`src/rtl/fi_sched_if.sv`:
```
`default_nettype none
// ============================================================================
//  Module      : fi_sched_if
//  Description : Control/status bundle between a fault-injection requester
//                and the fi_sched scheduler.
//                master : drives start/abort/cfg_*, observes injection status
//                slave  : the scheduler (consumes cfg, produces inj_*/status)
//  Signals     : start, abort          - arm / cancel requests
//                cfg_delay [DLY_W]     - cycles from start to first injection
//                cfg_duration [DUR_W]  - injected cycles (0 behaves as 1)
//                cfg_target [2]        - 0=q1, 1=q2, 2=q3, 3=invalid
//                cfg_mode [2]          - 00 sa0, 01 sa1, 10 flip, 11 invalid
//                inj_en [3], inj_val, inj_flip - force controls
//                busy, done, err, fault_count [8] - status
//  Revision    : 1.0 - initial release
// ============================================================================
interface fi_sched_if #(
    parameter int DLY_W = 16,
    parameter int DUR_W = 8
);
    logic             start;
    logic             abort;
    logic [DLY_W-1:0] cfg_delay;
    logic [DUR_W-1:0] cfg_duration;
    logic [1:0]       cfg_target;
    logic [1:0]       cfg_mode;
    logic [2:0]       inj_en;
    logic             inj_val;
    logic             inj_flip;
    logic             busy;
    logic             done;
    logic             err;
    logic [7:0]       fault_count;

    modport master (
        output start, abort, cfg_delay, cfg_duration, cfg_target, cfg_mode,
        input  inj_en, inj_val, inj_flip, busy, done, err, fault_count
    );

    modport slave (
        input  start, abort, cfg_delay, cfg_duration, cfg_target, cfg_mode,
        output inj_en, inj_val, inj_flip, busy, done, err, fault_count
    );
endinterface
`default_nettype wire

```
`src/rtl/fi_sched.sv`:
```
`default_nettype none
// ============================================================================
//  Module      : fi_sched
//  Description : Fault-injection scheduler. A start request with a valid
//                configuration arms one injection: after cfg_delay cycles
//                the selected datapath flop is forced (stuck-at-0/1) or
//                inverted (bit-flip) for max(cfg_duration,1) cycles, then a
//                one-cycle done pulse is issued and the completed-injection
//                counter (saturating at 255) advances.
//  Ports       : clk   - rising-edge clock
//                reset - asynchronous active-low reset
//                bus   - fi_sched_if.slave (requests, config, force controls,
//                        busy/done/err status and fault_count)
//  Revision    : 1.0 - initial release
// ============================================================================
module fi_sched #(
    parameter int DLY_W = 16,   // must match the connected interface
    parameter int DUR_W = 8     // must match the connected interface
) (
    input  wire logic    clk,
    input  wire logic    reset,
    fi_sched_if.slave    bus
);

    typedef enum logic [1:0] {
        IDLE   = 2'd0,
        ARM    = 2'd1,
        INJECT = 2'd2,
        DONE   = 2'd3
    } state_t;

    state_t           state_q,    state_d;
    logic [DLY_W-1:0] dly_q,      dly_d;       // latched config
    logic [DUR_W-1:0] dur_q,      dur_d;
    logic [1:0]       tgt_q,      tgt_d;
    logic [1:0]       mode_q,     mode_d;
    logic [DLY_W-1:0] dly_cnt_q,  dly_cnt_d;   // remaining ARM cycles
    logic [DUR_W-1:0] dur_cnt_q,  dur_cnt_d;   // remaining INJECT cycles
    logic [2:0]       inj_en_q,   inj_en_d;
    logic             inj_val_q,  inj_val_d;
    logic             inj_flip_q, inj_flip_d;
    logic             busy_q,     busy_d;
    logic             done_q,     done_d;
    logic             err_q,      err_d;
    logic [7:0]       fcnt_q,     fcnt_d;

    logic             cfg_bad;
    assign cfg_bad = (bus.cfg_target == 2'd3) || (bus.cfg_mode == 2'b11);

    always_comb begin
        state_d    = state_q;
        dly_d      = dly_q;
        dur_d      = dur_q;
        tgt_d      = tgt_q;
        mode_d     = mode_q;
        dly_cnt_d  = dly_cnt_q;
        dur_cnt_d  = dur_cnt_q;
        fcnt_d     = fcnt_q;
        err_d      = 1'b0;

        case (state_q)
            IDLE: begin
                // abort outranks start: nothing happens, not even err
                if (!bus.abort && bus.start) begin
                    if (cfg_bad) begin
                        err_d = 1'b1;
                    end else begin
                        dly_d  = bus.cfg_delay;
                        dur_d  = bus.cfg_duration;
                        tgt_d  = bus.cfg_target;
                        mode_d = bus.cfg_mode;
                        if (bus.cfg_delay != '0) begin
                            state_d   = ARM;
                            dly_cnt_d = bus.cfg_delay;
                        end else begin
                            state_d   = INJECT;
                            dur_cnt_d = (bus.cfg_duration == '0) ? DUR_W'(1)
                                                                 : bus.cfg_duration;
                        end
                    end
                end
            end
            ARM: begin
                if (bus.abort) begin
                    state_d = IDLE;
                end else if (dly_cnt_q <= DLY_W'(1)) begin
                    state_d   = INJECT;
                    dur_cnt_d = (dur_q == '0) ? DUR_W'(1) : dur_q;
                end else begin
                    dly_cnt_d = dly_cnt_q - DLY_W'(1);
                end
            end
            INJECT: begin
                if (bus.abort) begin
                    state_d = IDLE;
                end else if (dur_cnt_q <= DUR_W'(1)) begin
                    state_d = DONE;
                    if (fcnt_q != 8'hFF) begin
                        fcnt_d = fcnt_q + 8'd1;
                    end
                end else begin
                    dur_cnt_d = dur_cnt_q - DUR_W'(1);
                end
            end
            default: begin  // DONE: always one cycle, abort or not
                state_d = IDLE;
            end
        endcase

        // Outputs are decoded from the next state so they register in step
        // with the state itself.
        busy_d     = (state_d != IDLE);
        done_d     = (state_d == DONE);
        inj_en_d   = 3'b000;
        inj_val_d  = 1'b0;
        inj_flip_d = 1'b0;
        if (state_d == INJECT) begin
            inj_en_d   = 3'b001 << tgt_d;
            inj_flip_d = mode_d[1];
            inj_val_d  = mode_d[0] & ~mode_d[1];
        end
    end

    always_ff @(posedge clk or negedge reset) begin
        if (!reset) begin
            state_q    <= IDLE;
            dly_q      <= '0;
            dur_q      <= '0;
            tgt_q      <= '0;
            mode_q     <= '0;
            dly_cnt_q  <= '0;
            dur_cnt_q  <= '0;
            inj_en_q   <= '0;
            inj_val_q  <= 1'b0;
            inj_flip_q <= 1'b0;
            busy_q     <= 1'b0;
            done_q     <= 1'b0;
            err_q      <= 1'b0;
            fcnt_q     <= '0;
        end else begin
            state_q    <= state_d;
            dly_q      <= dly_d;
            dur_q      <= dur_d;
            tgt_q      <= tgt_d;
            mode_q     <= mode_d;
            dly_cnt_q  <= dly_cnt_d;
            dur_cnt_q  <= dur_cnt_d;
            inj_en_q   <= inj_en_d;
            inj_val_q  <= inj_val_d;
            inj_flip_q <= inj_flip_d;
            busy_q     <= busy_d;
            done_q     <= done_d;
            err_q      <= err_d;
            fcnt_q     <= fcnt_d;
        end
    end

    assign bus.inj_en      = inj_en_q;
    assign bus.inj_val     = inj_val_q;
    assign bus.inj_flip    = inj_flip_q;
    assign bus.busy        = busy_q;
    assign bus.done        = done_q;
    assign bus.err         = err_q;
    assign bus.fault_count = fcnt_q;

endmodule
`default_nettype wire

```
`src/flat_wrapper.sv`:
```
// flat-port wrapper written by rule: the top's interface ports become plain ports
module fi_sched_flat 
#(
    parameter int DLY_W = 16,                                        
    parameter int DUR_W = 8                                          
)
  (clk, reset, bus_start, bus_abort, bus_cfg_delay, bus_cfg_duration, bus_cfg_target, bus_cfg_mode, bus_inj_en, bus_inj_val, bus_inj_flip, bus_busy, bus_done, bus_err, bus_fault_count);
  fi_sched_if #(.DLY_W(DLY_W), .DUR_W(DUR_W)) bus_i ();
  input  wire logic clk;
  input  wire logic reset;
  input wire logic [$bits(bus_i.start)-1:0] bus_start;
  input wire logic [$bits(bus_i.abort)-1:0] bus_abort;
  input wire logic [$bits(bus_i.cfg_delay)-1:0] bus_cfg_delay;
  input wire logic [$bits(bus_i.cfg_duration)-1:0] bus_cfg_duration;
  input wire logic [$bits(bus_i.cfg_target)-1:0] bus_cfg_target;
  input wire logic [$bits(bus_i.cfg_mode)-1:0] bus_cfg_mode;
  output wire logic [$bits(bus_i.inj_en)-1:0] bus_inj_en;
  output wire logic [$bits(bus_i.inj_val)-1:0] bus_inj_val;
  output wire logic [$bits(bus_i.inj_flip)-1:0] bus_inj_flip;
  output wire logic [$bits(bus_i.busy)-1:0] bus_busy;
  output wire logic [$bits(bus_i.done)-1:0] bus_done;
  output wire logic [$bits(bus_i.err)-1:0] bus_err;
  output wire logic [$bits(bus_i.fault_count)-1:0] bus_fault_count;
  assign bus_i.start = bus_start;
  assign bus_i.abort = bus_abort;
  assign bus_i.cfg_delay = bus_cfg_delay;
  assign bus_i.cfg_duration = bus_cfg_duration;
  assign bus_i.cfg_target = bus_cfg_target;
  assign bus_i.cfg_mode = bus_cfg_mode;
  assign bus_inj_en = bus_i.inj_en;
  assign bus_inj_val = bus_i.inj_val;
  assign bus_inj_flip = bus_i.inj_flip;
  assign bus_busy = bus_i.busy;
  assign bus_done = bus_i.done;
  assign bus_err = bus_i.err;
  assign bus_fault_count = bus_i.fault_count;
  fi_sched #(.DLY_W(DLY_W), .DUR_W(DUR_W)) u_core (.clk(clk), .reset(reset), .bus(bus_i));
endmodule
```
`config.mk`:
```
export PLATFORM = sky130hd
export DESIGN_NAME = fi_sched_flat
export DESIGN_NICKNAME = d
export VERILOG_FILES = /design/src/rtl/fi_sched_if.sv /design/src/rtl/fi_sched.sv /design/src/flat_wrapper.sv
export SDC_FILE = /design/constraint.sdc
export NUM_CORES = 1
export LEC_CHECK = 0
export ABC_AREA = 1
export BUFFER_PORTS_ARGS = -buffer_cell sky130_fd_sc_hd__buf_4
export CORE_ASPECT_RATIO = 1.2
export CORE_UTILIZATION = 45
export CTS_CLUSTER_SIZE = 10
export DETAILED_ROUTE_END_ITERATION = 16
export GPL_TIMING_DRIVEN = 0
export PLACE_DENSITY = 0.75
export SLEW_MARGIN = 20
export SYNTH_ARGS = -nofsm -noshare
export SYNTH_HDL_FRONTEND = slang
export SYNTH_SLANG_ARGS = --single-unit
export TNS_END_PERCENT = 1
```
`constraint.sdc`:
```
create_clock -name clk -period 2.76 [get_ports clk]
set_input_delay 0.138 -clock clk [delete_from_list [all_inputs] [get_ports clk]]
set_output_delay 0.138 -clock clk [all_outputs]
set_load 0.05 [all_outputs]
```
==> tab_implementation.tex <==
\begin{tabular}{lr}
\hline
Metric & Value \\
\hline
\multicolumn{2}{l}{\textbf{Logic synthesis}} \\
\quad Cells taking the most area after synthesis & dfrtp\_1 (39\%), nand2\_1 (19\%), inv\_1 (5.9\%) \\
\quad Number of cells produced by synthesis & 489 \\
\quad Most frequent cells after synthesis & nand2\_1 (170), dfrtp\_1 (54), inv\_1 (54) \\
\quad Count leader, synth & nand2\_1 \\
\quad Count of state elements after synthesis & 54 \\
\quad Synth Warn \# & 0 \\
\quad Portion of the post-synthesis area used by sequential elements & 0.395 \\
\quad Mean Syn Cell Area & 7.00 um2 \\
\quad Synth Flop Type & dfrtp\_1 \\
\quad Number of nets in the synthesized netlist & 530 \\
\quad Yosys top cell area share & 0.395 \\
\quad Number of flops mapped to enable cells by yosys & 0 \\
\quad Fraction of registers with async set or reset after synthesis & 1.00 \\
\quad Library cells used by synthesis & 35 \\
\quad Synth area leader & dfrtp\_1 \\
\quad Netlist area before placement & 3420 um2 \\
\multicolumn{2}{l}{\textbf{Worst setup path}} \\
\quad Element type at the critical path end & register \\
\quad Arrival time reported for the critical path endpoint & 2100 ps \\
\quad Depth of the worst register-to-register path & 10 \\
\quad WP data required & 2960 ps \\
\quad Start-to-end type of the worst setup path & reg -> reg \\
\quad Critical path peak fanout & 10 \\
\quad Nature of the critical path startpoint & register \\
\multicolumn{2}{l}{\textbf{Place}} \\
\quad Post-placement worst setup slack & 882 ps \\
\quad Number of placed instances with taps included & 626 \\
\quad Count of port buffers added during placement & 47 \\
\quad Final HPWL DP & 5.79 mm \\
\quad GP Congestion & 0.898 \\
\quad Post-placement cell area & 3890 um2 \\
\multicolumn{2}{l}{\textbf{Layout}} \\
\quad Area growth from synthesis to layout & 16.4\% \\
\quad Final std cells w/o fill & 635 \\
\quad Share of post-route cells with drive strength above 1 & 0.169 \\
\quad Number of nets in the final layout & 585 \\
\quad Number of antenna cells inserted & 0 \\
\quad Finished Cell Area & 3990 um2 \\
\quad Post-route core utilization & 0.545 \\
\multicolumn{2}{l}{\textbf{Clock network}} \\
\quad Insertion delay to the later sink of the worst-skew pair & 320 ps \\
\quad Post-CTS Repair Setup Buffers & 0 \\
\quad Clock buffers created by TritonCTS & 5 \\
\quad Post-cts sizing count & 0 \\
\quad Clock sink total & 54 \\
\quad Clk pin slew, worst setup/hold paths & 100 ps \\
\quad TritonCTS clock tree & yes \\
\quad Maximum level of the CTS H-tree & 2 \\
\quad CTS root buffer & clkbuf\_8 \\
\quad Clock Path Buffers & 2 \\
\multicolumn{2}{l}{\textbf{STA}} \\
\quad Tightest hold margin & 56.2 ps \\
\quad Largest clock skew in the final design & 14.2 ps \\
\quad Final-report hold violation count & 0 \\
\quad Period utilisation layout & 0.688 \\
\quad Number of max-slew violations in the final report & 0 \\
\quad Max-slew headroom & 0.540 \\
\quad Total negative setup slack & 0 ps \\
\quad Unrepaired setup endpoints after global routing & false \\
\quad Worst slew pin tran & 690 ps \\
\quad \# setup viols final & 0 \\
\quad Setup WS post-layout & 860 ps \\
\quad Minimum clock period after layout & 1900 ps \\
\quad Max Clock Freq & 526 MHz \\
\multicolumn{2}{l}{\textbf{Detailed routing}} \\
\quad Number of remaining DRC errors & 0 \\
\quad Detailed-route vias per instance & 5.14 \\
\quad Routed wire length & 7.91 mm \\
\quad Remaining number of nets flagged by the antenna check after routing & 0 \\
\quad Wire per inst & 12.5 um \\
\quad Total number of vias & 3264 \\
\quad Starting DRC count in detailed routing & 203 \\
\quad First-pass DRT Iterations & 5 \\
\multicolumn{2}{l}{\textbf{Die}} \\
\quad Die area & 7960 um2 \\
\quad Horizontal die dimension & 81.6 um \\
\quad Core Rows & 34 \\
\quad Overall die height & 97.5 um \\
\quad Io pins & 48 \\
\quad Initial cell density of the core & 0.468 \\
\quad Core footprint & 7320 um2 \\
\multicolumn{2}{l}{\textbf{Global route}} \\
\quad Aggregate global-route resource usage & 0.214 \\
\quad Via count of the first global-routing pass & 3108 \\
\quad Antenna violations before repair & 0 \\
\quad Congestion Overflow GR & 0 \\
\quad Pin count of the biggest net entering global routing & 55 \\
\quad Global-route wire length before repair & 13.5 mm \\
\multicolumn{2}{l}{\textbf{Run}} \\
\quad Maximum Capacitance Violations & 0 \\
\multicolumn{2}{l}{\textbf{Power}} \\
\quad Power consumption & 4.18 mW \\
\quad Peak supply drop & 472 uV \\
\quad Leakage component of the power & 2.10 nW \\
\quad Power Dens Cells & 1050 nW/um2 \\
\multicolumn{2}{l}{\textbf{Worst hold path}} \\
\quad Min-delay worst type & in -> reg \\
\quad WHS Path Cells & 3 \\
\multicolumn{2}{l}{\textbf{Run status}} \\
\quad Status & finished clean \\
\hline
\end{tabular}
## registers in the layout (all words and copies together) (netlist names), 2 cells and up
register                count
u_core.tgt_q                2
u_core.dur_q                8
u_core.dur_cnt_q            8
u_core.dly_cnt_q           16
u_core.mode_q               2
u_core.state_q              2
u_core.bus.fault_count      8
u_core.bus.inj_en           3
## metal layers
metal	vias to the layer above	GRT usage	wire length, um
met3	10	0.0291	304
met4	0	0.0702	97
met1	1531	0.263	3450
met2	83	0.374	4070
li1	1640	-	-
met5	-	0	0
## final cells by class
class | count | area (um2)
plain buffers | 13 | 83.8
clock buffers | 6 | 72.6
clock inverters | 2 | 13.8
fillers | 727 | 3330
inverters | 56 | 210
multi-input cells | 366 | 1780
flip-flops and latches | 54 | 1350
well taps | 90 | 113
repair buffers | 48 | 363
## power by group
| part | leakage (nW) | switching (mW) | internal, mW |
|---|---|---|---|
| sequential | 0.670 | 0.270 | 1.11 |
| combinational | 1.38 | 1.54 | 0.800 |
| clock | 0.0452 | 0.282 | 0.180 |
## kinds of logic (layout without fill, tap and decap cells)
logic type                 Yosys count  count (layout)  synth area share
AOI/OAI and AO/OA                   63              63             0.101
DFF                                 54              54             0.395
adders and majority gates            9               9            0.0329
and+or+nand+nor                    283             283             0.357
buffers and inverters               69             125            0.0859
xor gates and xnor gates            11              11            0.0281
## critical path: stages, from the launching register on
cell,delay [ps]
dfrtp_1,430
inv_1,130
ha_1,160
buf_4,160
nand3_1,110
nor2_2,190
nand2_1,90
a21oi_2,140
buf_4,180
nand2_1,70
xnor2_1,130
## repair_timing
item                                    4_1_cts  5_1_grt
hold endpoints to repair                     54        0
hold buffers                                  1        0
endpoints found under the setup margin        0        0
## final timing paths
check | start | end | slack, ps
worst max-delay path | u_core.state_q[0] | u_core.bus.fault_count[6] | 860
worst min-delay path | bus_cfg_mode[1] | u_core.mode_q[1] | 60
worst max register to register | u_core.state_q[0] | u_core.bus.fault_count[6] | 860
worst min register to register | u_core.mode_q[0] | u_core.mode_q[0] | 480
max in group asynchronous | reset | u_core.dly_cnt_q[10] | 1900
min in group asynchronous | reset | u_core.dur_cnt_q[7] | 410
## layout by cell type (no fill, tap or decap), drive strengths merged, types with 9 or more instances in the layout
cell type,n
o21ai,37
nor3,9
nand2,178
ha,9
nor2,63
dfrtp,54
inv,56
a21oi,17
clkbuf,10
nand3,24
buf,56
(Power assumes the default switching activity.)
